## src/rtl/kyber_hpm_pkg.sv

```systemverilog
`default_nettype none
// ============================================================================
// Module : kyber_hpm_pkg
// Brief  : Shared opcodes, FSM encoding and defaults for the Kyber HPM
//          command front-end.
// Rev    : 1.0 - initial release
// ============================================================================
package kyber_hpm_pkg;

  localparam int DEFAULT_DW = 12;
  localparam int NUM_OPS    = 11;

  localparam logic [3:0] OP_LOAD_A_F    = 4'd0;
  localparam logic [3:0] OP_LOAD_A_I    = 4'd1;
  localparam logic [3:0] OP_LOAD_B_F    = 4'd2;
  localparam logic [3:0] OP_LOAD_B_I    = 4'd3;
  localparam logic [3:0] OP_READ_A      = 4'd4;
  localparam logic [3:0] OP_READ_B      = 4'd5;
  localparam logic [3:0] OP_START_AB    = 4'd6;
  localparam logic [3:0] OP_START_POS   = 4'd7;
  localparam logic [3:0] OP_START_FNTT  = 4'd8;
  localparam logic [3:0] OP_START_PWM2  = 4'd9;
  localparam logic [3:0] OP_START_INTT  = 4'd10;

  typedef enum logic [1:0] {
    ST_IDLE  = 2'd0,
    ST_ISSUE = 2'd1,
    ST_WAIT  = 2'd2
  } hpm_state_e;

  // Opcodes 11..15 have no core strobe behind them.
  function automatic logic op_is_legal(input logic [3:0] op);
    return op < 4'(NUM_OPS);
  endfunction

  // One-hot core strobe whose bit index equals the opcode.
  function automatic logic [NUM_OPS-1:0] op_onehot(input logic [3:0] op);
    logic [NUM_OPS-1:0] oh;
    oh = '0;
    for (int i = 0; i < NUM_OPS; i++) begin
      oh[i] = (op == 4'(i));
    end
    return oh;
  endfunction

endpackage
`default_nettype wire

```

## src/rtl/hpm_pipe_reg.sv

```systemverilog
`default_nettype none
// ============================================================================
// Module : hpm_pipe_reg
// Brief  : WIDTH-bit, DEPTH-stage free-running delay line with synchronous
//          active-high reset clearing every stage. DEPTH must be >= 1.
// Rev    : 1.0 - initial release
// ============================================================================
module hpm_pipe_reg #(
  parameter int WIDTH = 1,
  parameter int DEPTH = 1
) (
  input  logic             clk,
  input  logic             reset,
  input  logic [WIDTH-1:0] d_i,
  output logic [WIDTH-1:0] q_o
);

  logic [WIDTH-1:0] stage_q [DEPTH];

  // Shift data one stage per clock; reset flushes anything in flight.
  always_ff @(posedge clk) begin
    if (reset) begin
      for (int i = 0; i < DEPTH; i++) begin
        stage_q[i] <= '0;
      end
    end else begin
      stage_q[0] <= d_i;
      for (int i = 1; i < DEPTH; i++) begin
        stage_q[i] <= stage_q[i-1];
      end
    end
  end

  assign q_o = stage_q[DEPTH-1];

endmodule
`default_nettype wire

```

## src/rtl/kyber_hpm_cmd_top.sv

```systemverilog
`default_nettype none
// ============================================================================
// Module : kyber_hpm_cmd_top
// Brief  : Opcode + valid/ready command front-end for the Kyber HPM core.
//          IDLE/ISSUE/WAIT sequencer with done tracking and timeout, plus
//          configurable register pipelines on the data/strobe/done paths.
// Option : define HPM_CMD_FIFO_EN for a 4-entry command FIFO in front of
//          the sequencer (cmd_ready then means "FIFO not full").
// Rev    : 1.0 - initial release
// ============================================================================
module kyber_hpm_cmd_top
  import kyber_hpm_pkg::*;
#(
  parameter int PE_NUMBER  = 1,
  parameter int DW         = DEFAULT_DW,
  parameter int IN_STAGES  = 1,
  parameter int OUT_STAGES = 1,
  parameter int TIMEOUT_W  = 16
) (
  input  logic                      clk,
  input  logic                      reset,
  input  logic                      cmd_valid,
  output logic                      cmd_ready,
  input  logic [3:0]                cmd_op,
  input  logic [DW*PE_NUMBER-1:0]   din,
  output logic [DW*PE_NUMBER-1:0]   dout,
  output logic                      done,
  output logic                      busy,
  output logic                      err,
  output logic [NUM_OPS-1:0]        core_strobe,
  output logic [DW*PE_NUMBER-1:0]   core_din,
  input  logic [DW*PE_NUMBER-1:0]   core_dout,
  input  logic                      core_done
);

  localparam int BW = DW * PE_NUMBER;

  hpm_state_e           state_q, state_d;
  logic [3:0]           op_q, op_d;
  logic [TIMEOUT_W-1:0] cnt_q, cnt_d;
  logic                 err_q, err_d;
  logic [NUM_OPS-1:0]   strobe_d;
  logic                 done_evt_d;

  logic                 src_valid;
  logic [3:0]           src_op;
  logic                 illegal_cmd;

`ifdef HPM_CMD_FIFO_EN
  logic [3:0] fifo_q [4];
  logic [1:0] wr_ptr_q, rd_ptr_q;
  logic [2:0] count_q;
  logic       fifo_full, fifo_empty, push, pop, accept;

  assign fifo_full   = (count_q == 3'd4);
  assign fifo_empty  = (count_q == 3'd0);
  assign cmd_ready   = !fifo_full;
  assign accept      = cmd_valid && cmd_ready;
  // Illegal opcodes are answered with err at the door and never queued.
  assign push        = accept && op_is_legal(cmd_op);
  assign illegal_cmd = accept && !op_is_legal(cmd_op);
  assign pop         = (state_q == ST_IDLE) && !fifo_empty;
  assign src_valid   = !fifo_empty;
  assign src_op      = fifo_q[rd_ptr_q];

  // Command FIFO storage, pointers and occupancy.
  always_ff @(posedge clk) begin
    if (reset) begin
      for (int i = 0; i < 4; i++) begin
        fifo_q[i] <= '0;
      end
      wr_ptr_q <= '0;
      rd_ptr_q <= '0;
      count_q  <= '0;
    end else begin
      if (push) begin
        fifo_q[wr_ptr_q] <= cmd_op;
        wr_ptr_q         <= wr_ptr_q + 2'd1;
      end
      if (pop) begin
        rd_ptr_q <= rd_ptr_q + 2'd1;
      end
      case ({push, pop})
        2'b10:   count_q <= count_q + 3'd1;
        2'b01:   count_q <= count_q - 3'd1;
        default: count_q <= count_q;
      endcase
    end
  end
`else
  logic accept;

  assign cmd_ready   = (state_q == ST_IDLE);
  assign accept      = cmd_valid && cmd_ready;
  assign illegal_cmd = accept && !op_is_legal(cmd_op);
  assign src_valid   = accept && op_is_legal(cmd_op);
  assign src_op      = cmd_op;
`endif

  // Sequencer next state: launch one strobe, then wait for done or timeout.
  always_comb begin
    state_d    = state_q;
    op_d       = op_q;
    cnt_d      = cnt_q;
    err_d      = illegal_cmd;
    strobe_d   = '0;
    done_evt_d = 1'b0;
    case (state_q)
      ST_IDLE: begin
        if (src_valid) begin
          op_d    = src_op;
          state_d = ST_ISSUE;
        end
      end
      ST_ISSUE: begin
        strobe_d = op_onehot(op_q);
        cnt_d    = '0;
        state_d  = ST_WAIT;
      end
      ST_WAIT: begin
        // core_done wins over a simultaneous timeout.
        if (core_done) begin
          done_evt_d = 1'b1;
          state_d    = ST_IDLE;
        end else if (&cnt_q) begin
          err_d   = 1'b1;
          state_d = ST_IDLE;
        end else begin
          cnt_d = cnt_q + TIMEOUT_W'(1);
        end
      end
      default: state_d = ST_IDLE;
    endcase
  end

  // Sequencer state, latched opcode, timeout counter and error pulse.
  always_ff @(posedge clk) begin
    if (reset) begin
      state_q <= ST_IDLE;
      op_q    <= '0;
      cnt_q   <= '0;
      err_q   <= 1'b0;
    end else begin
      state_q <= state_d;
      op_q    <= op_d;
      cnt_q   <= cnt_d;
      err_q   <= err_d;
    end
  end

  assign busy = (state_q != ST_IDLE);
  assign err  = err_q;

  // Host data and strobe share the same delay so they stay aligned at the core.
  hpm_pipe_reg #(.WIDTH(BW), .DEPTH(IN_STAGES)) u_din_pipe (
    .clk(clk), .reset(reset), .d_i(din), .q_o(core_din)
  );

  hpm_pipe_reg #(.WIDTH(NUM_OPS), .DEPTH(IN_STAGES)) u_strobe_pipe (
    .clk(clk), .reset(reset), .d_i(strobe_d), .q_o(core_strobe)
  );

  // Result data and completion pulse share the return delay.
  hpm_pipe_reg #(.WIDTH(BW), .DEPTH(OUT_STAGES)) u_dout_pipe (
    .clk(clk), .reset(reset), .d_i(core_dout), .q_o(dout)
  );

  hpm_pipe_reg #(.WIDTH(1), .DEPTH(OUT_STAGES)) u_done_pipe (
    .clk(clk), .reset(reset), .d_i(done_evt_d), .q_o(done)
  );

endmodule
`default_nettype wire

```

## config.mk

```make
export PLATFORM = sky130hd
export DESIGN_NAME = kyber_hpm_cmd_top
export DESIGN_NICKNAME = d
export VERILOG_FILES = /design/src/rtl/kyber_hpm_pkg.sv /design/src/rtl/hpm_pipe_reg.sv /design/src/rtl/kyber_hpm_cmd_top.sv
export SDC_FILE = /design/constraint.sdc
export NUM_CORES = 1
export LEC_CHECK = 0
export ABC_AREA = 1
export CORE_UTILIZATION = 50
export DETAILED_ROUTE_END_ITERATION = 12
export GPL_ROUTABILITY_DRIVEN = 0
export PLACE_DENSITY = 0.82
export SETUP_SLACK_MARGIN = 0.1
export SYNTH_ARGS = -nofsm -noshare
export SYNTH_HDL_FRONTEND = slang
export SYNTH_HIERARCHICAL = 1
export SYNTH_SLANG_ARGS = --single-unit
```

## constraint.sdc

```tcl
create_clock -name clk -period 4.5 [get_ports clk]
set_clock_uncertainty 0.2 [all_clocks]
set_input_delay 0.9 -clock clk [delete_from_list [all_inputs] [get_ports clk]]
set_output_delay 0.9 -clock clk [all_outputs]
set_load 0.05 [all_outputs]
```

Yosys cells after proc, flatten, opt, wreduce, memory -nomap -nowiden. Memory sizes are Yosys's and may differ from the RTL's. Index checks and enable logic that the tools add are counted.

Register bits after elaboration: 23. Bits in latches: 0. Bits in writable memories: 36. Memory bits (read-only): 0. Output and inout bits: 39. Logic and storage cells: 66. Memories kept: 4.

Memory list: u_din_pipe.stage_q (words 1, width 12, read ports 1, clocked after Yosys merged registers in 0, wr ports 1, RTL line hpm_pipe_reg.sv:18) `logic [WIDTH-1:0] stage_q [DEPTH];`; u_dout_pipe.stage_q (words 1, width 12, read ports 1, clocked after Yosys merged registers in 0, wr ports 1, RTL line hpm_pipe_reg.sv:18); u_strobe_pipe.stage_q (words 1, width 11, read ports 1, clocked after Yosys merged registers in 0, wr ports 1, RTL line hpm_pipe_reg.sv:18); u_done_pipe.stage_q (words 1, width 1, read ports 1, clocked after Yosys merged registers in 0, wr ports 1, RTL line hpm_pipe_reg.sv:18).

Add/sub/neg operators: 1. Multipliers: 0. Divide/modulo/power cells: 0. Order comparisons: 1. Equality and inequality tests: 16. Shift-type cells: 0. Multiplexer cells: 24. Bitwise operators: 0. Reductions and logical operators: 16.

Operator list (count): $mux W16 (2); $pmux W16 S2 (1); $mux W12 (2); $reduce_or A12 Y1 (2); $mux W11 (2); $add A16 B1 Y16 const B (1); $eq A4 B3 Y1 const B (4); $reduce_and A16 Y1 (1); $mux W1 (13); $eq A4 B4 Y1 const B (3); $reduce_or A11 Y1 (1); $eq A4 B2 Y1 const B (2); $mux W2 (3); $pmux W2 S3 (1); $eq A4 B1 Y1 const B (1); $logic_not A4 Y1 (1); $lt A4 B4 Y1 const B (1); $ne A2 B2 Y1 const B (2); $reduce_and A2 Y1 (2); $reduce_bool A2 Y1 (2); $logic_and A1 B1 Y1 (3); $ne A3 B3 Y1 const B (1); $reduce_and A3 Y1 (1); $eq A2 B1 Y1 const B (1); other kinds (5) (5).

Logic depth before layout (Yosys ltp). Gate-level depths: netlist of run 1.

Depth in word-level cells: 6. Gate-level depth with buffers: 10. Depth with buffers taken out: 10.

Cells and area by module. Netlist of run 1, hierarchy kept.

By module, submodules not included: kyber_hpm_cmd_top (times used 1, cells an instance 220, area an instance 1385.1 um^2); hpm_pipe_reg (u_din_pipe ...) (times used 2, cells an instance 37, area an instance 341.6 um^2); hpm_pipe_reg (u_strobe_pipe) (times used 1, cells an instance 34, area an instance 314.1 um^2); hpm_pipe_reg (u_done_pipe) (times used 1, cells an instance 3, area an instance 30.0 um^2).

Least setup slack after synthesis of run 1. OpenSTA, ideal clock, no wires.

Kind: register to output. From: register state_q[1]. To: output busy. Arrival: 1.540 ns. Data required time: 3.400 ns. Setup slack: 1.860 ns. Stages on the path, launching flop included: 3. Buffers on the path: 0. Cell sequence: dfxtp_1 -> nor2_1 -> inv_1.

Word-level cells in the longest chain between the ends: 1.

RTL lines: start, declared (RTL line kyber_hpm_cmd_top.sv:38) `hpm_state_e state_q, state_d;`; start signal, assigned (RTL line kyber_hpm_cmd_top.sv:144) `state_q <= state_d;`; $reduce_bool A2 Y1 (RTL line kyber_hpm_cmd_top.sv:151) `assign busy = (state_q != ST_IDLE);`; end, declared (RTL line kyber_hpm_cmd_top.sv:28) `output logic busy,`.

Every way passes these cells.

Worst setup path in the final report of run 1.
From: register state_q[1]. To: output cmd_ready.

Word-level cells in the longest chain between the ends: 1.

RTL lines: $logic_not A2 Y1 (RTL line kyber_hpm_cmd_top.sv:93) `assign cmd_ready = (state_q == ST_IDLE);`; end, declared (RTL line kyber_hpm_cmd_top.sv:23) `output logic cmd_ready,`.

Every way passes these cells.

==> summary.txt, run 1 <==
Outcome
  – Status: completed

Clock network
  – # resized after CTS: 0
  – Cts bufs inserted: 9
  – TritonCTS clock tree: built
  – Clk sinks: 59
  – H-tree Lvls: 3
  – Post-CTS setup buffer count: 0
  – Hold-fix buffers at CTS: 0
  – Clk_lat worst skew: 340 ps
  – CTS Buffer Depth: 2
  – Reg clk slew, reported paths: 70 ps
  – CTS root buffer: clkbuf_8

Route
  – Initial DRC count: 99
  – DRT Pass-1 Iters: 4
  – Average routed wire per standard cell: 11.33 µm
  – Via/cell ratio: between 4 and 5
  – WL final: 5.259 mm
  – Final ANT Viol Nets: 0
  – # DRC: 0
  – Vias: 2167

Placed design
  – Dpl cell area: 3131 µm²
  – Port bufs: 70
  – Hpwl dp: 3.532 mm

STA
  – Period utilisation layout: around 63%
  – RSZ-0062 raised after global routing: false
  – Setup-failing EPs final: 0
  – Final hold vios: 0
  – Max Slew Vio Count: 0
  – Fmax achieved: 351.9 MHz
  – Setup tns final: 0 ps
  – Relative slew slack: 63.00%
  – Fin crit period: around 2800 ps
  – Slew @ Worst Pin: 554.4 ps

Synth
  – Mapped Cells: 331
  – Synth Area in Compound Gates: slightly above 6%
  – Sequential element share of the synthesized area: 48.96%
  – Synth cell types: 24
  – Synth Register Bits: 59
  – Post-synthesis simple-gate area fraction: 32.52%
  – Post-synthesis average cell area: about 7.3 µm²
  – Ys flop type: dfxtp_1
  – Syn_nets: 364
  – Synthesized area: ~2400 µm²
  – Post-synthesis mux area share: 0%
  – Synthesis Warnings: 6
  – EDFF count, synth: 0
  – Post-Synth Adder-Cell Area: less than 1%
  – Asr flop ratio synth: 0%
  – Largest family of logic cells by synthesized area: simple AND/OR/NAND/NOR gates
  – Synth Area in XOR/XNOR: 0%

Floorplan
  – Die area: 5107 µm²
  – Die Y: 71.46 µm
  – Num ports: 71
  – FP Rows: 24
  – Starting density of the core: a little over half
  – Die width: around 71 µm
  – Core box area: approximately 4500 µm²

Worst setup path
  – Max FO, Critical Path: 4
  – Crit path from: state_q[1]$_SDFFE_PP0P_
  – Flop-to-flop setup slack: 2660 ps
  – Critical Path End Type: output pin
  – CP startpoint kind: register
  – CP Data Required Time: 3400 ps
  – RR Endpoint: cnt_q[11]$_SDFFE_PP0P_
  – RR Startpoint: cnt_q[0]$_SDFFE_PP0P_
  – CP arrival: 1740 ps
  – Critical path type: register to output pin
  – Worst Reg-to-Reg Cells: 10

Global route
  – GRT Total Usage: 22.29%
  – Vias in the first global route: 2046
  – Initial antenna violation count: 0
  – Global-route wire length before repair: ~8.5 mm
  – Global route overflow: 0
  – Largest net degree at the start of global routing: 44

Layout
  – Nets: 440
  – Layout fillers: 323
  – Multi-input gate area: around 940 µm²
  – Register area: 1181 µm²
  – Final Instance Area: roughly 3300 µm²
  – Layout cells sized above 1: 9.709%
  – Area Overhead vs Synth: 38.17%
  – Ant diodes: 0

Power
  – VDD IR max: 0.2622 mV
  – Power per cell area: 353.6 nW/µm²
  – Leakage power: 1.365 nW
  – Power after layout: 0.001179 W

Min path
  – Hold path start: op_q[3]$_SDFFE_PP0P_
  – Hold endpoint: op_q[3]$_SDFFE_PP0P_
  – Hold depth: 2
  – HP Class: register to register

Job
  – Max Cap Viol: 0
## worst max path at each step
stage | slack (ps) | cells past startpoint | to
final | 1660 | 2 | cmd_ready
after global routing | 1520 | 2 | cmd_ready
after CTS | 1650 | 2 | cmd_ready
after detailed placement | 1820 | 5 | op_q[3]$_SDFFE_PP0P_
after global placement | 1850 | 5 | cnt_q[0]$_SDFFE_PP0P_
after floorplan | 1860 | 2 | busy
## kinds of logic after synthesis
| kind of cell | count (synthesis) |
|---|---|
| AND/OR/NAND/NOR | 177 |
| flip-flops | 59 |
| AO/OA/AOI/OAI | 26 |
| adder cells (fa/ha/maj) | 1 |
| buffers and inverters | 68 |
## registers in the layout, indices dropped and copies added, names as in the netlist
name / cells
u_done_pipe/stage_q: 1
err: 1
op_q: 4
state_q: 2
u_strobe_pipe/stage_q: 11
u_din_pipe/stage_q: 12
cnt_q: 16
u_dout_pipe/stage_q: 12
## cell usage after synthesis, types with 2 or more instances
master    n  area, µm²
buf_6     4      45.04
dfxtp_1  59       1181
nand3_2   3      30.03
buf_2     2      10.01
a21oi_1  13      65.06
nor2_1   77      289.0
nor2_4    5      56.30
nor2_2    5      31.28
inv_1    60      225.2
nand2_2   6      37.54
nand3_1  15      75.07
o21ai_0   9      45.04
nand2_1  62      232.7
## power breakdown
| group | internal, W | switching (W) | total (W) | leakage (nW) |
|---|---|---|---|---|
| sequential | 0.000539 | 0.00000606 | 0.000545 | 0.483 |
| combinational | 0.0000583 | 0.0000951 | 0.000153 | 0.779 |
| clock | 0.000270 | 0.000210 | 0.000480 | 0.102 |
| total | 0.000868 | 0.000311 | 0.00118 | 1.36 |
## cells in the final DEF, fill, tap and decap left out, types with 2 or more instances in the layout
cell              n
inv_1            60
o21ai_0           9
clkbuf_8         10
nand2_2           6
clkinv_4          2
a21oi_1          13
nand2_1          62
nor2_2            5
dfxtp_1          59
nand3_2           3
clkdlybuf4s50_1  70
nor2_4            5
nor2_1           77
clkinv_2          2
nand3_1          15
## critical path: stages, from the launching register on
cell and delay [ps]:
dfxtp_1 330, nor2_1 230, clkdlybuf4s50_1 850
## metal layers
layer	GRT usage, %	share of wire (%)	vias to the layer above
met5	0	0	-
met4	8.497	1.4	0
met3	9.423	6.9	5
met2	41.38	52	68
met1	21.96	39	957
li1	-	-	1137
## through the flow
stage / hold slack, ps / setup WS, ps / util (%) / std cells
6_report: 304.0 / 1659 / 74.00 / 464
2_1_floorplan: 265.7 / 1860 / - / 331
3_3_place_gp: 279.9 / 1847 / 69.50 / 448
4_1_cts: 308.1 / 1648 / 74.00 / 464
3_5_place_dp: 301.0 / 1818 / 69.50 / 448
5_1_grt: 337.7 / 1523 / 74.00 / 464
## cell type report
type                    count  share of cell area [%]
clock buffers              10                   4.129
flip-flops and latches     59                   35.44
multi-input cells         204                   28.30
clock inverters             6                   1.952
well taps                  52                   1.952
repair buffers             71                   21.25
inverters                  62                   6.982
Note: power is estimated with default switching activity, not from simulation.
==> run 2: changes to the inputs <==
--- a/config.mk
+++ b/config.mk
@@ -6,10 +6,10 @@
 export NUM_CORES = 1
 export LEC_CHECK = 0
 export ABC_AREA = 1
-export CORE_UTILIZATION = 50
+export CORE_UTILIZATION = 47
 export DETAILED_ROUTE_END_ITERATION = 12
 export GPL_ROUTABILITY_DRIVEN = 0
-export PLACE_DENSITY = 0.82
+export PLACE_DENSITY = 0.78
 export SETUP_SLACK_MARGIN = 0.1
 export SYNTH_ARGS = -nofsm -noshare
 export SYNTH_HDL_FRONTEND = slang
==> constraint.sdc (replaced) <==
create_clock -name clk -period 2.9 [get_ports clk]
set_clock_uncertainty 0.2 [all_clocks]
set_input_delay 0.58 -clock clk [delete_from_list [all_inputs] [get_ports clk]]
set_output_delay 0.58 -clock clk [all_outputs]
set_load 0.05 [all_outputs]
==> run 2 against run 1 <==
Critical path depth did not move. Power grew 61%. Sequential power rose by 55%. Wire length is essentially flat. Global-route usage decreased by 0.70 points. Final area rose by 0.98%. Utilization down 4.1 points. First-iteration DRC count is 1.0% lower. Largest cell class unchanged. Largest power group unchanged. Hold slack barely moved. Clock power rose by 69%.
==> summary.txt, run 2 (synthesized netlist as in run 1, its figures left out) <==
Layout
  – Register area: ~1200 µm²
  – Core Util, Final: between 60% and 70%
  – Largest Register: cnt_q
  – Layout cells sized above 1: 9.709%
  – Most common cell after layout, fill and taps aside: nor2_1
  – Largest registers: cnt_q: 16 flops, u_din_pipe/stage_q: 12 flops, u_dout_pipe/stage_q: 12 flops
  – Most frequent cells in the layout: 77 x nor2_1, 70 x clkdlybuf4s50_1, 62 x nand2_1
  – Multi-input gate area: 943.4 µm²
  – Nets: 440
  – Ant diodes: 0
  – Final Instance Area: 3366 µm²
  – Area Overhead vs Synth: 39.52%
  – Layout fillers: 416
  – Largest register FFs: 16

Clock network
  – Clk_lat worst skew: 340 ps
  – Cts bufs inserted: 9
  – CTS root buffer: clkbuf_8
  – TritonCTS clock tree: built
  – Hold-fix buffers at CTS: 0
  – # resized after CTS: 0
  – Clk sinks: a little under 60
  – Reg clk slew, reported paths: 70 ps
  – CTS Buffer Depth: 2
  – H-tree Lvls: 3
  – Post-CTS setup buffer count: 0

STA
  – Setup-failing EPs final: 0
  – Period utilisation layout: 87.53%
  – Setup tns final: 0 ps
  – RSZ-0062 raised after global routing: false
  – Fin crit period: 2538 ps
  – Max Slew Vio Count: 0
  – Slew @ Worst Pin: 530.8 ps
  – Final hold vios: 0
  – Relative slew slack: around 64%
  – Fmax achieved: 394.0 MHz

Power
  – VDD IR max: 0.4894 mV
  – Leakage power: ~1.4 nW
  – Power per cell area: ~560 nW/µm²

Job
  – Max Cap Viol: 0

Route
  – WL final: 5.256 mm
  – Average routed wire per standard cell: roughly 11 µm
  – DRT Pass-1 Iters: 5
  – Initial DRC count: 98
  – Vias: 2170
  – Final ANT Viol Nets: 0
  – # DRC: 0
  – Via/cell ratio: 4.530

Worst setup path
  – Crit path from: state_q[1]$_SDFFE_PP0P_
  – CP cell instances: nor2_1 -> clkdlybuf4s50_1
  – Worst Reg-to-Reg Cells: 10
  – Worst Setup EP: cmd_ready
  – Crit path max-delay cell type: clkdlybuf4s50_1
  – Flop-to-flop setup slack: around 1100 ps
  – Slowest stage delay, CP: 860 ps
  – Critical path depth: 2
  – Critical path type: register to output pin
  – WP buf/inv: 1
  – Critical Path End Type: output pin
  – CP arrival: about 1800 ps
  – CP startpoint kind: register
  – Max FO, Critical Path: 4
  – RR Endpoint: cnt_q[11]$_SDFFE_PP0P_
  – RR Startpoint: cnt_q[0]$_SDFFE_PP0P_
  – Delay-heaviest family, CP: buffers and inverters
  – CP Data Required Time: 2120 ps

Global route
  – Largest net degree at the start of global routing: 43
  – Initial antenna violation count: 0
  – Global route overflow: 0
  – Global-route wire length before repair: 8.500 mm
  – Vias in the first global route: 2001
  – GRT Total Usage: 21.59%

Floorplan
  – Starting density of the core: 50.08%
  – Num ports: 71
  – Die width: 73.64 µm
  – Die Y: 73.64 µm
  – Core box area: 4817 µm²
  – Die area: around 5400 µm²
  – FP Rows: 25

Placed design
  – Port bufs: 70
  – Hpwl dp: 3.697 mm
  – Dpl cell area: 3149 µm²

Outcome
  – Status: completed

Min path
  – HP Class: register to register
==> run 2: changes by cell type in the layout (fill, tap and decap cells not counted) <==
cell / delta
bufinv_16: +1
clkbuf_8: -1
clkinv_2: +1
clkinvlp_4: -1
==> run 2: metal layers <==
layer | vias to the layer above | track usage [%] | part of all wire (%)
li1 | 1141 | - | -
met1 | 947 | 22.24 | 40
met2 | 71 | 36.19 | 51
met3 | 11 | 9.328 | 7.6
met4 | 0 | 13.03 | 2.0
met5 | - | 0 | 0
==> run 2: how the worst min path moves through the flow <==
stage | to | start | cells past startpoint
after CTS | cnt_q[13]$_SDFFE_PP0P_ | cnt_q[13]$_SDFFE_PP0P_ | 2
after global placement | cnt_q[13]$_SDFFE_PP0P_ | cnt_q[13]$_SDFFE_PP0P_ | 2
after global routing | cnt_q[13]$_SDFFE_PP0P_ | cnt_q[13]$_SDFFE_PP0P_ | 2
after detailed placement | cnt_q[13]$_SDFFE_PP0P_ | cnt_q[13]$_SDFFE_PP0P_ | 2
final | cnt_q[13]$_SDFFE_PP0P_ | cnt_q[13]$_SDFFE_PP0P_ | 2
after floorplan | cnt_q[13]$_SDFFE_PP0P_ | cnt_q[13]$_SDFFE_PP0P_ | 2
==> run 2: per-stage QoR <==
stage	total power (W)	hold WS (ps)	worst slack, ps	cells
floorplan	0.001003	265.7	580.0	331
global placement	0.001097	278.9	677.7	463
finish	0.001894	303.9	361.7	479
detailed placement	0.001101	295.4	610.0	463
global route	0.001966	333.6	253.3	479
CTS	0.001921	305.8	314.6	479
==> run 2: layout make-up <==
class / instances / area share [%]
Timing Repair Buffer: 71 / 21.04
Sequential cell: 59 / 35.09
Clock inverter: 7 / 2.751
Clock buffer: 9 / 3.680
Inverter: 62 / 6.914
Tap cell: 67 / 2.491
Multi-Input combinational cell: 204 / 28.03
==> run 2: worst reg2reg max path: stages (launching register included) <==
cell and delay, ps:
dfxtp_1 340, ha_1 230, nand2_2 100, nor2_4 50, nand2_4 100, nor2_4 60
nor2_4 340, nand2_1 140, nand2_1 80, nand2_1 40, nor2_1 90
==> run 2: report_power, final <==
part	switching, W	total [W]	internal (W)
combinational	0.000146	0.000236	0.0000905
clock	0.000330	0.000812	0.000481
sequential	0.00000955	0.000846	0.000837
==> run 3: changes to the inputs <==
--- a/config.mk
+++ b/config.mk
@@ -15,3 +15,4 @@
 export SYNTH_HDL_FRONTEND = slang
 export SYNTH_HIERARCHICAL = 1
 export SYNTH_SLANG_ARGS = --single-unit
+export TNS_END_PERCENT = 100
==> results of run 3 <==
The final DEF is identical to that of run 2; final timing and power are the same.
